`src/rtl/data_sync_hs.sv`:
```
// Multi-flop bus synchronizer: brings UNSYNC_BUS/BUS_EN into the CLK domain and
// presents the captured word through a valid/ready hold register with overrun tracking.
module data_sync_hs #(
   parameter int NUM_STAGES = 2,
   parameter int BUS_WIDTH  = 8,
   parameter int CNT_WIDTH  = 4
) (
   input  logic                 CLK,
   input  logic                 RST,
   input  logic [BUS_WIDTH-1:0] UNSYNC_BUS,
   input  logic                 BUS_EN,
   output logic [BUS_WIDTH-1:0] SYNC_BUS,
   output logic                 ENABLE_PULSE,
   output logic                 VALID,
   input  logic                 READY,
   output logic                 OVERRUN,
   output logic [CNT_WIDTH-1:0] OVR_CNT,
   input  logic                 OVR_CLR
);

   localparam logic [CNT_WIDTH-1:0] CNT_MAX = '1;
   localparam logic [CNT_WIDTH-1:0] CNT_ONE = {{(CNT_WIDTH-1){1'b0}}, 1'b1};

   logic [NUM_STAGES-1:0] sync_ff;
   logic                  edge_ff;
   logic                  sync_en;
   logic                  capture;
   logic                  overrun_evt;

   always_ff @(posedge CLK or negedge RST) begin
      if (!RST) begin
         sync_ff <= '0;
         edge_ff <= 1'b0;
      end else begin
         sync_ff <= {sync_ff[NUM_STAGES-2:0], BUS_EN};
         edge_ff <= sync_ff[NUM_STAGES-1];
      end
   end

   assign sync_en     = sync_ff[NUM_STAGES-1];
   assign capture     = sync_en & ~edge_ff;
   // Newest data wins; an overrun is a capture landing on unconsumed data.
   assign overrun_evt = capture & VALID & ~READY;

   // SYNC_BUS only ever loads on a capture, so a metastable raw bit never escapes.
   always_ff @(posedge CLK or negedge RST) begin
      if (!RST) begin
         SYNC_BUS     <= '0;
         ENABLE_PULSE <= 1'b0;
         VALID        <= 1'b0;
      end else begin
         ENABLE_PULSE <= capture;
         if (capture) begin
            SYNC_BUS <= UNSYNC_BUS;
            VALID    <= 1'b1;
         end else if (VALID && READY) begin
            VALID    <= 1'b0;
         end
      end
   end

   always_ff @(posedge CLK or negedge RST) begin
      if (!RST) begin
         OVERRUN <= 1'b0;
         OVR_CNT <= '0;
      end else if (overrun_evt) begin
         OVERRUN <= 1'b1;
         if (OVR_CLR)
            OVR_CNT <= CNT_ONE;
         else if (OVR_CNT != CNT_MAX)
            OVR_CNT <= OVR_CNT + CNT_ONE;
      end else if (OVR_CLR) begin
         OVERRUN <= 1'b0;
         OVR_CNT <= '0;
      end
   end

endmodule

```
`config.mk`:
```
export PLATFORM = sky130hd
export DESIGN_NAME = data_sync_hs
export DESIGN_NICKNAME = d
export VERILOG_FILES = /design/src/rtl/data_sync_hs.sv
export SDC_FILE = /design/constraint.sdc
export NUM_CORES = 1
export LEC_CHECK = 0
export ABC_AREA = 1
export BUFFER_PORTS_ARGS = -buffer_cell sky130_fd_sc_hd__buf_2
export CAP_MARGIN = 25
export CELL_PAD_IN_SITES_DETAIL_PLACEMENT = 1
export CELL_PAD_IN_SITES_GLOBAL_PLACEMENT = 1
export CORE_UTILIZATION = 37
export DETAILED_ROUTE_END_ITERATION = 6
export PLACE_DENSITY_LB_ADDON = 0.1
export SYNTH_ARGS = -nofsm -noshare
export SYNTH_HDL_FRONTEND = slang
export SYNTH_SLANG_ARGS = --single-unit
```
`constraint.sdc`:
```
create_clock -name CLK -period 2 [get_ports CLK]
set_clock_uncertainty 0.1 [all_clocks]
set_input_delay 0.2 -clock CLK [delete_from_list [all_inputs] [get_ports CLK]]
set_output_delay 0.2 -clock CLK [all_outputs]
set_load 0.01 [all_outputs]
```
==> results of run 1 <==
-- synthesized netlist by cell type (2+ instances only) --
cell     number
dfrtp_1      18
nand2_1      34
o21ai_1       3
inv_2         3
nand4_1       2
inv_1         3
nand3_1       6
-- final cells by class --
class	count	area, µm²	area share, %
Timing Repair Buffer	36	225	21.5
Multi-Input combinational cell	54	280	26.7
Tap cell	27	33.8	3.22
Clock buffer	4	36.3	3.46
Inverter	6	22.5	2.15
Sequential cell	18	450	43.0
-- metal layers --
metal	up-vias	track usage [%]	wire length [µm]
met5	-	0	0
met4	0	10.3	38
met3	4	4.53	63
met2	19	34.0	965
met1	321	23.8	759
li1	328	-	-
-- worst paths after layout --
path                       depth (start not counted)  slack (ns)          end
min in group asynchronous                          2        0.26   OVR_CNT[3]
setup / recovery                                   4        0.67   OVR_CNT[2]
setup reg to reg                                   4        0.67   OVR_CNT[2]
max in group asynchronous                          2        1.25  SYNC_BUS[0]
hold / removal                                     3        0.02  SYNC_BUS[0]
hold reg to reg                                    0        0.28   sync_ff[1]
-- registers in the layout, summed over array words and instances (netlist names) --
name / count
OVERRUN: 1
OVR_CNT: 4
VALID: 1
SYNC_BUS: 8
ENABLE_PULSE: 1
sync_ff: 2
edge_ff: 1
-- power by group --
| group | switching, mW | internal, mW | leakage, nW |
|---|---|---|---|
| clock network | 0.116 | 0.111 | 0.0210 |
| logic | 0.0665 | 0.0534 | 0.321 |
| registers | 0.0181 | 0.392 | 0.227 |
| total | 0.201 | 0.557 | 0.569 |
-- metrics by stage --
step | hold WS (ns) | total power [mW]
5_1_grt | 0.0432 | 0.805
3_3_place_gp | 0.0581 | 0.519
2_1_floorplan | -0.196 | 0.470
6_report | 0.0219 | 0.758
4_1_cts | 0.000333 | 0.765
3_5_place_dp | 0.0609 | 0.524
-- worst max-delay path, stage by stage, from the launching register on --
cell and delay [ns]:
dfrtp_1 0.45, ha_1 0.25, or2_2 0.30, nand4_1 0.09, nand2_1 0.05
-- what timing repair did --
| action | 4_1_cts | 5_1_grt |
|---|---|---|
| hold buffers | 8 | 1 |
| setup buffers | 0 | 0 |
| endpoints found under the hold margin | 25 | 1 |
-- layout by cell type, fill, tap and decap left out, types with 2 or more instances in the layout --
cell / instances
nand2_1: 34
buf_2: 27
dfrtp_1: 18
dlygate4sd3_1: 9
nand3_1: 6
inv_2: 3
inv_1: 3
o21ai_1: 3
clkbuf_4: 3
nand4_1: 2
-- cell families (layout without fill, tap and decap cells) --
| group | Yosys count | in the layout | share of synthesized area (%) |
|---|---|---|---|
| buf+inv | 7 | 46 | 4.42 |
| simple gates | 49 | 49 | 32.1 |
| flops | 18 | 18 | 58.9 |
| fa+ha+maj | 1 | 1 | 1.64 |
| compound gates | 4 | 4 | 2.95 |
==> results.sh, run 1 <==
export IMPL_viasPerCell=4.63
export IMPL_finish_utilization_pct=54.0
export IMPL_power_leakage_nw=0.569
export IMPL_crit_arrival_ns=1.43
export IMPL_row_count=16
export IMPL_path_clk_slew_ns=0.10
export IMPL_ys_ff_latch=18
export IMPL_routed_wl_um=1830
export IMPL_hold_path_startpoint="UNSYNC_BUS[0]"
export IMPL_numCtsBuffers=3
export IMPL_antenna_found_initial=0
export IMPL_vdd_drop_max_uv=370
export IMPL_area_growth_pct=37.2
export IMPL_cp_startpoint="OVR_CNT[0]"
export IMPL_required_ns=2.10
export IMPL_gp_congestion=0.816
export IMPL_setup_viol=0
export IMPL_n_antenna_cell=0
export IMPL_ctsLongestPathBuffers=2
export IMPL_yosysSeqAreaShare_pct=58.9
export IMPL_run_status="complete, no violations"
export IMPL_grt_pass1_wl_um=2950
export IMPL_io_buffers=27
export IMPL_cts_tree="done"
export IMPL_hold_path_class="input port to register"
export IMPL_chipWidth_um=47.5
export IMPL_synthFlopType="dfrtp_1"
export IMPL_drc=0
export IMPL_synth_top_cell_area_share_pct=58.9
export IMPL_die_h_um=47.5
export IMPL_cts_resized=0
export IMPL_htreeDepth=1
export IMPL_num_vias=672
export IMPL_syn_area_per_cell_um2=9.68
export IMPL_synth_area_top_cells="dfrtp_1 (59%), nand2_1 (17%), nand3_1 (3.9%)"
export IMPL_synthCells=79
export IMPL_ys_warn_count=0
export IMPL_drt_iter0_drc=6
export IMPL_core_area_um2=1940
export IMPL_start_kind="register"
export IMPL_yosysUniqueCellTypes=17
export IMPL_synth_nets=93
export IMPL_cts_root_buffer="clkbuf_4"
export IMPL_yosys_area_top_type="dfrtp_1"
export IMPL_final_max_slew_viol_count=0
export IMPL_dpl_cell_count=132
export IMPL_fin_cells=145
export IMPL_cp_max_fo=6
export IMPL_drtPass1Iterations=3
export IMPL_tns_ns=0
export IMPL_setup_ws_ns=0.668
export IMPL_tightest_slew_ns=0.414
export IMPL_hold_viol_final=0
export IMPL_cts_sinks=18
export IMPL_grt_setup_unrepaired="no"
export IMPL_final_cell_area_um2=1050
export IMPL_critPathKind="register to register"
export IMPL_endpoint_kind="register"
export IMPL_powerDensity_nw_per_um2=723
export IMPL_synth_edff_count=0
export IMPL_clk_latency_ns=0.29
export IMPL_synth_area_um2=764
export IMPL_drive_gt1_share_pct=33.9
export IMPL_r2r_start="OVR_CNT[0]"
export IMPL_slew_headroom_pct=72.4
export IMPL_place_hpwl_um=1220
export IMPL_boundaryPins=28
export IMPL_fillers=241
export IMPL_die_area_um2=2250
export IMPL_max_freq_mhz=751
export IMPL_cap_violations=0
export IMPL_post_dp_cell_area_um2=922
export IMPL_timing_final_crit_share_pct=66.6
export IMPL_start_util_pct=39.4
export IMPL_gr_usage_all_layers_pct=20.1
export IMPL_grt_pass1_vias=655
export IMPL_wire_per_inst_um=12.6
export IMPL_overflow=0
export IMPL_place_ws_ns=0.683
export IMPL_nets=133
export IMPL_async_flop_share_pct=100
export IMPL_ant_nets=0
export IMPL_grt_max_degree=19
export IMPL_finalCriticalPeriod_ns=1.33
No activity file was read; power rests on OpenSTA's default activity.
==> run 2: changes to the inputs <==
CORE_UTILIZATION = 31   (was 37)
clock period = 1.1 ns   (was 2 ns; I/O delays follow)
==> results.sh, run 2 (synthesized netlist as in run 1, its figures left out) <==
export IMPL_run_status="complete, but fails checks"
export IMPL_failed_checks="negative setup slack"
export IMPL_hold_viol_final=0
export IMPL_final_max_slew_viol_count=0
export IMPL_cp_slowest_cell="dfrtp_2"
export IMPL_power_switching_mw=0.384
export IMPL_max_freq_mhz=839
export IMPL_ant_nets=0
export IMPL_largest_register_ffs=8
export IMPL_layout_commonest_cell="nand2_1"
export IMPL_nets=147
export IMPL_cap_violations=0
export IMPL_r2r_end="OVR_CNT[3]"
export IMPL_finish_utilization_pct=56.8
export IMPL_drive_gt1_share_pct=53.8
export IMPL_die_h_um=51.7
export IMPL_p_sw_share_pct=26.9
export IMPL_place_hpwl_um=1330
export IMPL_p_seq_share_pct=52.2
export IMPL_pwr_share_clk_pct=28.7
export IMPL_ctsLongestPathBuffers=2
export IMPL_crit_arrival_ns=0.98
export IMPL_slew_headroom_pct=73.0
export IMPL_r2r_slack_ns=-0.08
export IMPL_num_vias=748
export IMPL_boundaryPins=28
export IMPL_viasPerCell=4.68
export IMPL_n_antenna_cell=0
export IMPL_finalCriticalPeriod_ns=1.19
export IMPL_top_usage_layer="met2"
export IMPL_place_ws_ns=-0.0431
export IMPL_powerDensity_nw_per_um2=1100
export IMPL_setup_viol=7
export IMPL_io_buffers=27
export IMPL_use_met1_pct=20.4
export IMPL_htreeDepth=1
export IMPL_clk_latency_ns=0.29
export IMPL_cp_max_fo=2
export IMPL_largest_register="SYNC_BUS"
export IMPL_timing_final_crit_share_pct=108
export IMPL_grt_max_degree=19
export IMPL_overflow=0
export IMPL_chipWidth_um=51.7
export IMPL_grt_pass1_wl_um=3450
export IMPL_use_met2_pct=31.2
export IMPL_cts_tree="done"
export IMPL_cts_sinks=18
export IMPL_vdd_drop_max_uv=896
export IMPL_hold_path_class="input port to register"
export IMPL_gr_usage_all_layers_pct=18.0
export IMPL_drc=0
export IMPL_drt_iter0_drc=4
export IMPL_top_regs="SYNC_BUS: 8 flops, OVR_CNT: 4 flops, sync_ff: 2 flops"
export IMPL_r2r_start="OVR_CNT[1]"
export IMPL_critPathKind="register to output pin"
export IMPL_total_power_mw=1.43
export IMPL_area_growth_pct=69.2
export IMPL_cp_startpoint="OVR_CNT[0]"
export IMPL_cp_cell_sequence="buf_6 > buf_6"
export IMPL_whs_path_depth=3
export IMPL_drtPass1Iterations=3
export IMPL_slowest_delay_ns=0.44
export IMPL_r2r_cells=5
export IMPL_start_kind="register"
export IMPL_start_util_pct=33.6
export IMPL_holdPathEnd="OVR_CNT[0]"
export IMPL_die_area_um2=2670
export IMPL_setup_ws_ns=-0.0924
export IMPL_tns_ns=-0.502
export IMPL_power_leakage_nw=0.663
export IMPL_wire_per_inst_um=13.9
export IMPL_combPwrFrac_pct=19.0
export IMPL_numCtsBuffers=3
export IMPL_hold_path_startpoint="OVR_CLR"
export IMPL_grt_setup_unrepaired="yes"
export IMPL_tightest_slew_ns=0.405
export IMPL_internal_power_mw=1.05
export IMPL_required_ns=0.89
export IMPL_endpoint_kind="output pin"
export IMPL_cts_root_buffer="clkbuf_4"
export IMPL_routed_wl_um=2220
export IMPL_gp_congestion=0.810
export IMPL_core_area_um2=2280
export IMPL_crit_top_cell="buf_6"
export IMPL_path_clk_slew_ns=0.11
export IMPL_grt_met3_usage_pct=4.39
export IMPL_row_count=17
export IMPL_antenna_found_initial=0
export IMPL_grt_pass1_vias=778
export IMPL_layout_common_cells="nand2_1 (27), buf_2 (23), dfrtp_1 (13), dlygate4sd3_1 (10), buf_6 (9)"
run 2: changes by cell type in the layout (fill, tap and decap cells not counted), moves of 3 or more:
cell / previous run / this run
dfrtp_1: 18 / 13
buf_2: 27 / 23
nand2_4: 0 / 3
buf_6: 0 / 9
buf_4: 0 / 7
nand2_2: 1 / 5
nand3_2: 1 / 4
nand2_1: 34 / 27
dfrtp_2: 0 / 5
nand3_1: 6 / 2
run 2: metal layers:
| layer | routed length (µm) | up-vias |
|---|---|---|
| li1 | - | 358 |
| met1 | 931 | 363 |
| met2 | 1130 | 21 |
| met3 | 91 | 6 |
| met4 | 67 | 0 |
| met5 | 0 | - |
run 2: power by group through the flow:
| stage | Combinational (mW) | Sequential [mW] | Clock, mW |
|---|---|---|---|
| 3_3_place_gp | 0.205 | 0.755 | 0 |
| 6_report | 0.272 | 0.746 | 0.411 |
| 2_1_floorplan | 0.0747 | 0.783 | 0 |
| 3_5_place_dp | 0.209 | 0.759 | 0 |
| 4_1_cts | 0.247 | 0.747 | 0.420 |
| 5_1_grt | 0.300 | 0.753 | 0.450 |
run 2: what timing repair did:
| action | 4_1_cts | 5_1_grt |
|---|---|---|
| setup buffers | 4 | 3 |
| pin swaps | 3 | 3 |
| setup endpoints to repair | 13 | 16 |
| hold buffers | 10 | 0 |
| hold endpoints to repair | 27 | 0 |
| gates resized for setup | 13 | 17 |
run 2: worst max-delay path: cells and delay by family (launching register included):
family                 cells  cell delay, ns
DFF                        1            0.44
buffers and inverters      2            0.25
run 2: how the worst max path moves through the flow:
stage,depth (start not counted),endpoint
2_1_floorplan,4,OVR_CNT[2]
3_3_place_gp,5,OVR_CNT[1]
3_5_place_dp,5,OVR_CNT[0]
4_1_cts,2,OVR_CNT[0]
5_1_grt,5,OVR_CNT[2]
6_report,2,OVR_CNT[0]
run 2: final cells by class:
cell class	instances	area, µm²
Sequential cell	18	457
Multi-Input combinational cell	54	359
Clock buffer	4	36.3
Timing Repair Buffer	50	384
Tap cell	28	35.0
Inverter	6	22.5
Fill cell	266	982
run 2: per-stage QoR:
step,hold WS (ns),std cells,cell area (µm²)
final,0.00903,160,1290
after CTS,0.000580,157,1210
after global routing,0.00481,160,1290
after floorplan,-0.286,79,782
after global placement,-0.0301,139,986
after detailed placement,-0.0313,139,986
==> run 3: changes to the inputs <==
BUFFER_PORTS_ARGS = -buffer_cell sky130_fd_sc_hd__buf_4   (was -buffer_cell sky130_fd_sc_hd__buf_2)
==> results.sh, run 3 (synthesized netlist as in run 1, its figures left out) <==
export IMPL_run_status="complete, but fails checks"
export IMPL_failed_checks="negative setup slack"
export IMPL_gr_usage_all_layers_pct=19.7
export IMPL_final_cell_area_um2=1340
export IMPL_p_seq_share_pct=50.6
export IMPL_hold_viol_final=0
export IMPL_final_max_slew_viol_count=0
export IMPL_ctsLongestPathBuffers=2
export IMPL_largest_register_ffs=8
export IMPL_power_switching_mw=0.401
export IMPL_row_count=17
export IMPL_power_leakage_nw=0.665
export IMPL_max_freq_mhz=838
export IMPL_powerDensity_nw_per_um2=1110
export IMPL_layout_commonest_cell="nand2_1"
export IMPL_drt_iter0_drc=3
export IMPL_hold_path_class="input port to register"
export IMPL_crit_arrival_ns=1.28
export IMPL_setup_viol=7
export IMPL_top_regs="SYNC_BUS: 8 flops, OVR_CNT: 4 flops, sync_ff: 2 flops"
export IMPL_numCtsBuffers=3
export IMPL_post_dp_cell_area_um2=1060
export IMPL_finalCriticalPeriod_ns=1.19
export IMPL_combPwrFrac_pct=20.6
export IMPL_dpl_cell_count=140
export IMPL_r2r_start="OVR_CNT[1]"
export IMPL_cp_max_fo=3
export IMPL_gp_congestion=0.759
export IMPL_cts_sinks=18
export IMPL_grt_pass1_vias=836
export IMPL_timing_final_crit_share_pct=108
export IMPL_core_area_um2=2280
export IMPL_endpoint_kind="register"
export IMPL_die_h_um=51.7
export IMPL_grt_pass1_wl_um=3730
export IMPL_setup_ws_ns=-0.0926
export IMPL_p_sw_share_pct=27.1
export IMPL_tightest_slew_ns=0.239
export IMPL_grt_max_degree=19
export IMPL_area_growth_pct=75.0
export IMPL_drive_gt1_share_pct=48.5
export IMPL_pwr_share_clk_pct=28.7
export IMPL_ant_nets=0
export IMPL_drtPass1Iterations=2
export IMPL_layout_common_cells="nand2_1 (32), buf_4 (25), buf_6 (14), dfrtp_1 (13), dlygate4sd3_1 (11)"
export IMPL_hold_path_startpoint="READY"
export IMPL_n_antenna_cell=0
export IMPL_routed_wl_um=2320
export IMPL_boundaryPins=28
export IMPL_place_hpwl_um=1480
export IMPL_start_util_pct=33.6
export IMPL_start_kind="register"
export IMPL_cp_startpoint="OVR_CNT[1]"
export IMPL_drc=0
export IMPL_overflow=0
export IMPL_slew_headroom_pct=84.0
export IMPL_largest_register="SYNC_BUS"
export IMPL_critPathKind="register to register"
export IMPL_required_ns=1.19
export IMPL_fin_cells=160
export IMPL_fillers=255
export IMPL_clk_latency_ns=0.30
export IMPL_die_area_um2=2670
export IMPL_cts_root_buffer="clkbuf_4"
export IMPL_num_vias=751
export IMPL_path_clk_slew_ns=0.11
export IMPL_grt_setup_unrepaired="yes"
export IMPL_vdd_drop_max_uv=889
export IMPL_io_buffers=27
export IMPL_htreeDepth=1
export IMPL_cap_violations=0
export IMPL_wire_per_inst_um=14.5
export IMPL_internal_power_mw=1.08
export IMPL_finish_utilization_pct=58.8
export IMPL_chipWidth_um=51.7
export IMPL_viasPerCell=4.69
export IMPL_place_ws_ns=-0.0530
export IMPL_nets=147
export IMPL_cts_tree="done"
export IMPL_antenna_found_initial=0
==> run 3: changes by cell type in the layout (fill, tap and decap cells not counted), moves of 2 or more <==
cell | before | now
buf_4 | 7 | 25
buf_2 | 23 | 0
nand3_2 | 4 | 2
nand3_1 | 2 | 4
nand2_4 | 3 | 1
nand2_1 | 27 | 32
nand2_2 | 5 | 2
buf_6 | 9 | 14
==> run 3: power groups by stage <==
stage	clock (mW)	sequential, mW	combinational [mW]
finish	0.426	0.752	0.306
global route	0.453	0.759	0.338
CTS	0.429	0.750	0.293
detailed placement	0	0.762	0.250
global placement	0	0.758	0.242
floorplan	0	0.783	0.0747
==> run 3: path summary, 6_finish.rpt <==
kind	endpoint	slack (ns)	depth (start not counted)
setup / recovery	OVR_CNT[0]	-0.09	4
hold / removal	OVR_CNT[1]	0.05	4
setup reg to reg	OVR_CNT[0]	-0.09	4
hold reg to reg	sync_ff[1]	0.27	0
max in group asynchronous	OVR_CNT[1]	0.58	2
min in group asynchronous	OVR_CNT[2]	0.10	2
==> run 3: routing by layer <==
layer	wire length, µm	GRT usage (%)	vias up
met3	93	5.56	4
met4	25	7.21	0
met5	0	0	-
met2	1290	36.4	23
li1	-	-	358
met1	908	21.1	366
==> run 3: final cells by class <==
| type | count | area, µm² | area share [%] |
|---|---|---|---|
| inverters | 6 | 25.0 | 1.87 |
| multi-input cells | 54 | 329 | 24.6 |
| flip-flops and latches | 18 | 457 | 34.1 |
| clock buffers | 4 | 36.3 | 2.71 |
| repair buffers | 50 | 455 | 34.1 |
| well taps | 28 | 35.0 | 2.62 |
==> run 3: repair_timing <==
item | 4_1_cts | 5_1_grt
pin swaps | 5 | 10
gates resized for setup | 14 | 12
endpoints found under the hold margin | 28 | 0
hold buffers | 11 | 0
endpoints found under the setup margin | 13 | 17
setup buffers | 4 | 1
==> run 3: worst max-delay path: stages, from the launching register on <==
cell and delay, ns:
dfrtp_2 0.41, ha_4 0.17, nand3_4 0.08, o211ai_1 0.24, nand2_1 0.09
==> run 3: stage by stage <==
| stage | total power, mW | hold slack (ns) | setup TNS (ns) |
|---|---|---|---|
| after floorplan | 0.857 | -0.286 | -0.129 |
| after global placement | 1.00 | -0.104 | -0.0612 |
| after detailed placement | 1.01 | -0.107 | -0.180 |
| after CTS | 1.47 | 0.0702 | -0.433 |
| after global routing | 1.55 | 0.0608 | -0.905 |
| final | 1.48 | 0.0477 | -0.474 |
